$ cat config.mk
export PLATFORM = sky130hd
export DESIGN_NAME = cp0_exc_ctrl
export DESIGN_NICKNAME = d
export VERILOG_FILES = /design/src/rtl/cp0_exc_ctrl_pkg.sv /design/src/rtl/cp0_exc_ctrl.sv
export SDC_FILE = /design/constraint.sdc
export NUM_CORES = 1
export LEC_CHECK = 0
export CAP_MARGIN = 20
export CELL_PAD_IN_SITES_DETAIL_PLACEMENT = 1
export CELL_PAD_IN_SITES_GLOBAL_PLACEMENT = 2
export CORE_ASPECT_RATIO = 0.5
export CORE_UTILIZATION = 24
export DETAILED_ROUTE_END_ITERATION = 6
export PLACE_DENSITY = 0.95
export SYNTH_ARGS = -nofsm -noshare
export SYNTH_HDL_FRONTEND = slang
export SYNTH_SLANG_ARGS = --single-unit
$ cat constraint.sdc
create_clock -name clk -period 3.8 [get_ports clk]
set_input_delay 0.57 -clock clk [delete_from_list [all_inputs] [get_ports clk]]
set_output_delay 0.57 -clock clk [all_outputs]
set_load 0.1 [all_outputs]
$ cat src/rtl/cp0_exc_ctrl_pkg.sv
// Shared CP0 constants: register numbers, PC-select encodings, handler
// address, processor ID and the EXL state type.
package cp0_exc_ctrl_pkg;

    localparam logic [4:0] CP0_SR    = 5'd12;
    localparam logic [4:0] CP0_CAUSE = 5'd13;
    localparam logic [4:0] CP0_EPC   = 5'd14;
    localparam logic [4:0] CP0_PRID  = 5'd15;

    localparam logic [2:0] PCSEL_PC4    = 3'b000;
    localparam logic [2:0] PCSEL_BRANCH = 3'b001;
    localparam logic [2:0] PCSEL_JUMP   = 3'b010;
    localparam logic [2:0] PCSEL_REG    = 3'b011;
    localparam logic [2:0] PCSEL_EPC    = 3'b100;

    localparam logic [31:0] HANDLER_ADDR = 32'h0000_4180;
    localparam logic [31:0] PRID_VALUE   = 32'h5043_0004;

    typedef enum logic {
        EXL_NORMAL  = 1'b0,
        EXL_HANDLER = 1'b1
    } exl_state_e;

    // Force an address onto a word boundary.
    function automatic logic [31:0] word_align(input logic [31:0] addr);
        return addr & 32'hFFFF_FFFC;
    endfunction

endpackage

$ cat src/rtl/cp0_exc_ctrl.sv
// CP0 exception controller: SR/Cause/EPC/PRId registers, interrupt and
// exception entry, eret handling and mfc0 read path.
module cp0_exc_ctrl
    import cp0_exc_ctrl_pkg::*;
(
    input  logic        clk,
    input  logic        reset,
    input  logic [4:0]  A1,
    input  logic [4:0]  A2,
    input  logic [31:0] DIn,
    input  logic        We,
    input  logic [31:0] PC,
    input  logic        BD,
    input  logic [4:0]  ExcCode_in,
    input  logic [5:0]  HWInt,
    input  logic        EXLClr,
    output logic        IntReq,
    output logic [31:0] EPC,
    output logic [31:0] DOut,
    output logic [2:0]  PcSel,
    output logic [31:0] HandlerPc
);

    exl_state_e  state_q, state_d;
    logic [5:0]  im_q;
    logic        ie_q;
    logic        cause_bd_q;
    logic [5:0]  ip_q;
    logic [4:0]  exc_q;
    logic [31:0] epc_q;

    logic        exl;
    logic        int_term;
    logic        wr_en;
    logic        wr_sr;
    logic        wr_epc;

    assign exl      = (state_q == EXL_HANDLER);
    assign int_term = ie_q && (|(HWInt & im_q));
    // Reset masks the request so nothing is flushed while the core restarts.
    assign IntReq   = !reset && !exl && (int_term || (ExcCode_in != 5'd0));
    // An mtc0 is lost when the same instruction is being trapped.
    assign wr_en    = We && !IntReq;
    assign wr_sr    = wr_en && (A2 == CP0_SR);
    assign wr_epc   = wr_en && (A2 == CP0_EPC);

    assign PcSel     = (!reset && EXLClr) ? PCSEL_EPC : PCSEL_PC4;
    assign EPC       = epc_q;
    assign HandlerPc = HANDLER_ADDR;

    // EXL state register.
    always_ff @(posedge clk) begin
        if (reset) state_q <= EXL_NORMAL;
        else       state_q <= state_d;
    end

    // EXL next state: trap entry, eret, or software rewriting SR.EXL (eret wins).
    always_comb begin
        state_d = state_q;
        case (state_q)
            EXL_NORMAL: begin
                if (IntReq)                            state_d = EXL_HANDLER;
                else if (wr_sr && DIn[1] && !EXLClr)   state_d = EXL_HANDLER;
            end
            EXL_HANDLER: begin
                if (EXLClr)                            state_d = EXL_NORMAL;
                else if (wr_sr && !DIn[1])             state_d = EXL_NORMAL;
            end
            default: state_d = EXL_NORMAL;
        endcase
    end

    // SR/Cause/EPC update: trap entry captures context, otherwise mtc0 applies.
    always_ff @(posedge clk) begin
        if (reset) begin
            im_q       <= 6'd0;
            ie_q       <= 1'b0;
            cause_bd_q <= 1'b0;
            ip_q       <= 6'd0;
            exc_q      <= 5'd0;
            epc_q      <= 32'd0;
        end else begin
            ip_q <= HWInt;
            if (IntReq) begin
                epc_q      <= BD ? (word_align(PC) - 32'd4) : word_align(PC);
                cause_bd_q <= BD;
                exc_q      <= int_term ? 5'd0 : ExcCode_in;
            end else begin
                if (wr_sr) begin
                    im_q <= DIn[15:10];
                    ie_q <= DIn[0];
                end
                if (wr_epc) epc_q <= word_align(DIn);
            end
        end
    end

    // mfc0 read mux over the pre-edge register values.
    always_comb begin
        DOut = 32'd0;
        case (A1)
            CP0_SR:    DOut = {16'd0, im_q, 8'd0, exl, ie_q};
            CP0_CAUSE: DOut = {cause_bd_q, 15'd0, ip_q, 3'd0, exc_q, 2'd0};
            CP0_EPC:   DOut = epc_q;
            CP0_PRID:  DOut = PRID_VALUE;
            default:   DOut = 32'd0;
        endcase
    end

endmodule

==> impl_results.md <==
* P&R area growth vs syn at 51.6%
* Vias/cell at 5.13
* Post-synth top area share at 0.253
* Ant. Diodes at 0
* FF-to-FF End: EPC[28]
* Final hold vios at 0
* Vias at 4360
* R2R Path Start: im_q[0]
* DP Wirelength at 12200 µm
* CTS sink cnt at 50
* Share of layout cells above drive strength 1 at 0.107
* CTS Buf Count at 5
* GP Congestion at 0.842
* Fin Clk Skew at 0.00621 ns
* Antenna-violating nets left at 0
* Power per Cell Area at 315 nW/µm²
* Leading post-synthesis cells by cell area: dfxtp_1 (25%), a31oi_1 (7.1%), buf_4 (6.8%), and4_1 (6.7%), o41ai_1 (4.0%)
* Die X-Extent at 183 µm
* Setup crit start kind: primary input
* Core area at 15700 µm²
* Synth area leader: dfxtp_1
* Cell Area, Synth at 3950 µm²
* Final worst path period need at 3.10 ns
* Critical path destination: DOut[23]
* Crit path from: A1[0]
* Routed wl met3 at 966 µm
* Reg clk slew, reported paths at 0.07 ns
* Final Max Slew Viols at 0
* Peak supply drop at 147 µV
* Final setup margin at 0.699 ns
* Clock buffer depth at 2
* Top Layer Used: met4
* DR DRC count at 0
* Area after DPL at 5830 µm²
* Largest net degree at the start of global routing at 64
* Root Driver: clkbuf_16
* Starting Density at 0.251
* Final setup violation count at 0
* Worst skew pair latency at 0.30 ns
* Final #Nets at 720
* Vias in the first global route at 4339
* Outcome: finished, final reports clean
* Slew HR at 0.310
* Hold Path Class: register to register
* GR Overflow Total at 0
* Final instance area at 5980 µm²
* IO buf count at 151
* Sequential fraction of the synthesis area at 0.253
* Util after Layout at 0.380
* R2R cell count at 6
* Fin crit share at 0.816
* Max cap viols at 0
* Wl on met1 at 7070 µm
* Synthesized area per cell at 7.76 µm²
* Critical Path End Type: output pin
* CP arrival at 2.53 ns
* Gr usage total at 0.187
* FP Rows at 32
* Fmax at 322 MHz
* Die H at 92.7 µm
* Post CTS Setup Buffer Count at 0
* Worst-margin pin slew at 1.03 ns
* Initial antenna violation count at 0
* Flops & latches, synth at 50
* Critical path class: primary input to output pin
* R2r setup slk at 1.39 ns
* Total negative slack at 0 ns
* DIE AREA at 17000 µm²
* Static Leak at 2.12 nW
* Placed cells at 842
* # IOs at 190
* Synth Flop Type: dfxtp_1
* Fillers at 1858
* Hold_buf cts at 0
* Initial DRC Count at 254
* Met2 Routed Length at 7710 µm
* DP Worst Slack at 0.548 ns
* Post-synthesis cell type count at 53
* Yosys Warn Count at 0
* Post-synth EDFFs at 0
* Required @ worst endpoint at 3.23 ns
* Routed wire length at 16000 µm
* First-pass GRT wire length at 24800 µm
* Final Non-Filler Cells at 850
* Total iterations of the first detailed-routing run at 5
* Routed len/inst at 18.8 µm
* Most repeated cell in the gate-level netlist after synthesis: dfxtp_1
* Unrepaired setup endpoints after global routing: no
* H-tree levels at 2
* Max FO, Critical Path at 13
* Post-synth ARST share at 0
* CTS tree: yes
* Commonest cells in the netlist: dfxtp_1 (50), a31oi_1 (45), clkbuf_1 (37), inv_1 (37), buf_4 (36)
* Post-CTS Resized at 0
* Cells after Synth at 509
layout make-up:
cell class	count	area, µm²	share of cell area
Timing Repair Buffer	161	1920	0.320
Tap cell	221	277	0.0462
Clock buffer	6	129	0.0215
Clock inverter	1	7.51	0.00125
Multi-Input combinational cell	374	2510	0.420
Inverter	37	139	0.0232
Sequential cell	50	1000	0.167
per-layer routing:
metal / vias to the layer above / GRT usage
met3: 21 / 0.0279
met4: 0 / 0.0438
li1: 2067 / -
met1: 2125 / 0.247
met5: - / 0
met2: 147 / 0.320
layout by cell type, fill, tap and decap left out, types with 19 or more instances in the layout:
cell type	count
dfxtp_1	50
inv_1	37
a31oi_1	45
nor4_1	19
buf_12	34
and4_1	30
clkdlybuf4s50_1	115
conb_1	36
nand2_1	23
nor2_1	33
worst min path at each step:
stage                     endpoint  slack (ns)  cells past startpoint  startpoint
final                         ie_q        0.47                      2        ie_q
after global routing          ie_q        0.50                      2        ie_q
after CTS                     ie_q        0.47                      2        ie_q
after detailed placement      ie_q        0.46                      2        ie_q
after global placement        ie_q        0.45                      2        ie_q
after floorplan               ie_q        0.43                      2        ie_q
cells by family (layout without fill, tap and decap cells):
| family | Yosys count | after routing | share of synthesized area |
|---|---|---|---|
| and+or+nand+nor | 189 | 189 | 0.315 |
| adders and majority gates | 1 | 1 | 0.00317 |
| AOI/OAI and AO/OA | 125 | 125 | 0.220 |
| muxes | 13 | 13 | 0.0330 |
| xor gates and xnor gates | 10 | 10 | 0.0222 |
| DFF | 50 | 50 | 0.253 |
| buffers and inverters | 119 | 205 | 0.151 |
| other | 2 | 36 | 0.00190 |
where the power goes:
part,switching (mW),total [mW],internal [mW]
clock network,0.202,0.443,0.241
registers,0.0385,0.602,0.564
logic,0.613,0.841,0.229
total,0.853,1.89,1.03
critical path, cell delays in order:
cell and delay, ns:
clkdlybuf4s50_1 0.60, nor2b_1 0.51, nor2b_1 0.21, buf_4 0.23, and2_1 0.21, buf_12 0.19
per-stage QoR:
step / hold slack, ns / power [mW]
6_report: 0.470 / 1.89
2_1_floorplan: 0.435 / 1.21
4_1_cts: 0.471 / 1.88
5_1_grt: 0.501 / 1.95
3_3_place_gp: 0.447 / 1.43
3_5_place_dp: 0.459 / 1.45
sequential cells by signal, summed over array words and instances (netlist names):
register and cells:
ie_q 1, exc_q 5, EPC 30, cause_bd_q 1, exl 1, im_q 6
ip_q 6
(Power assumes the default switching activity.)
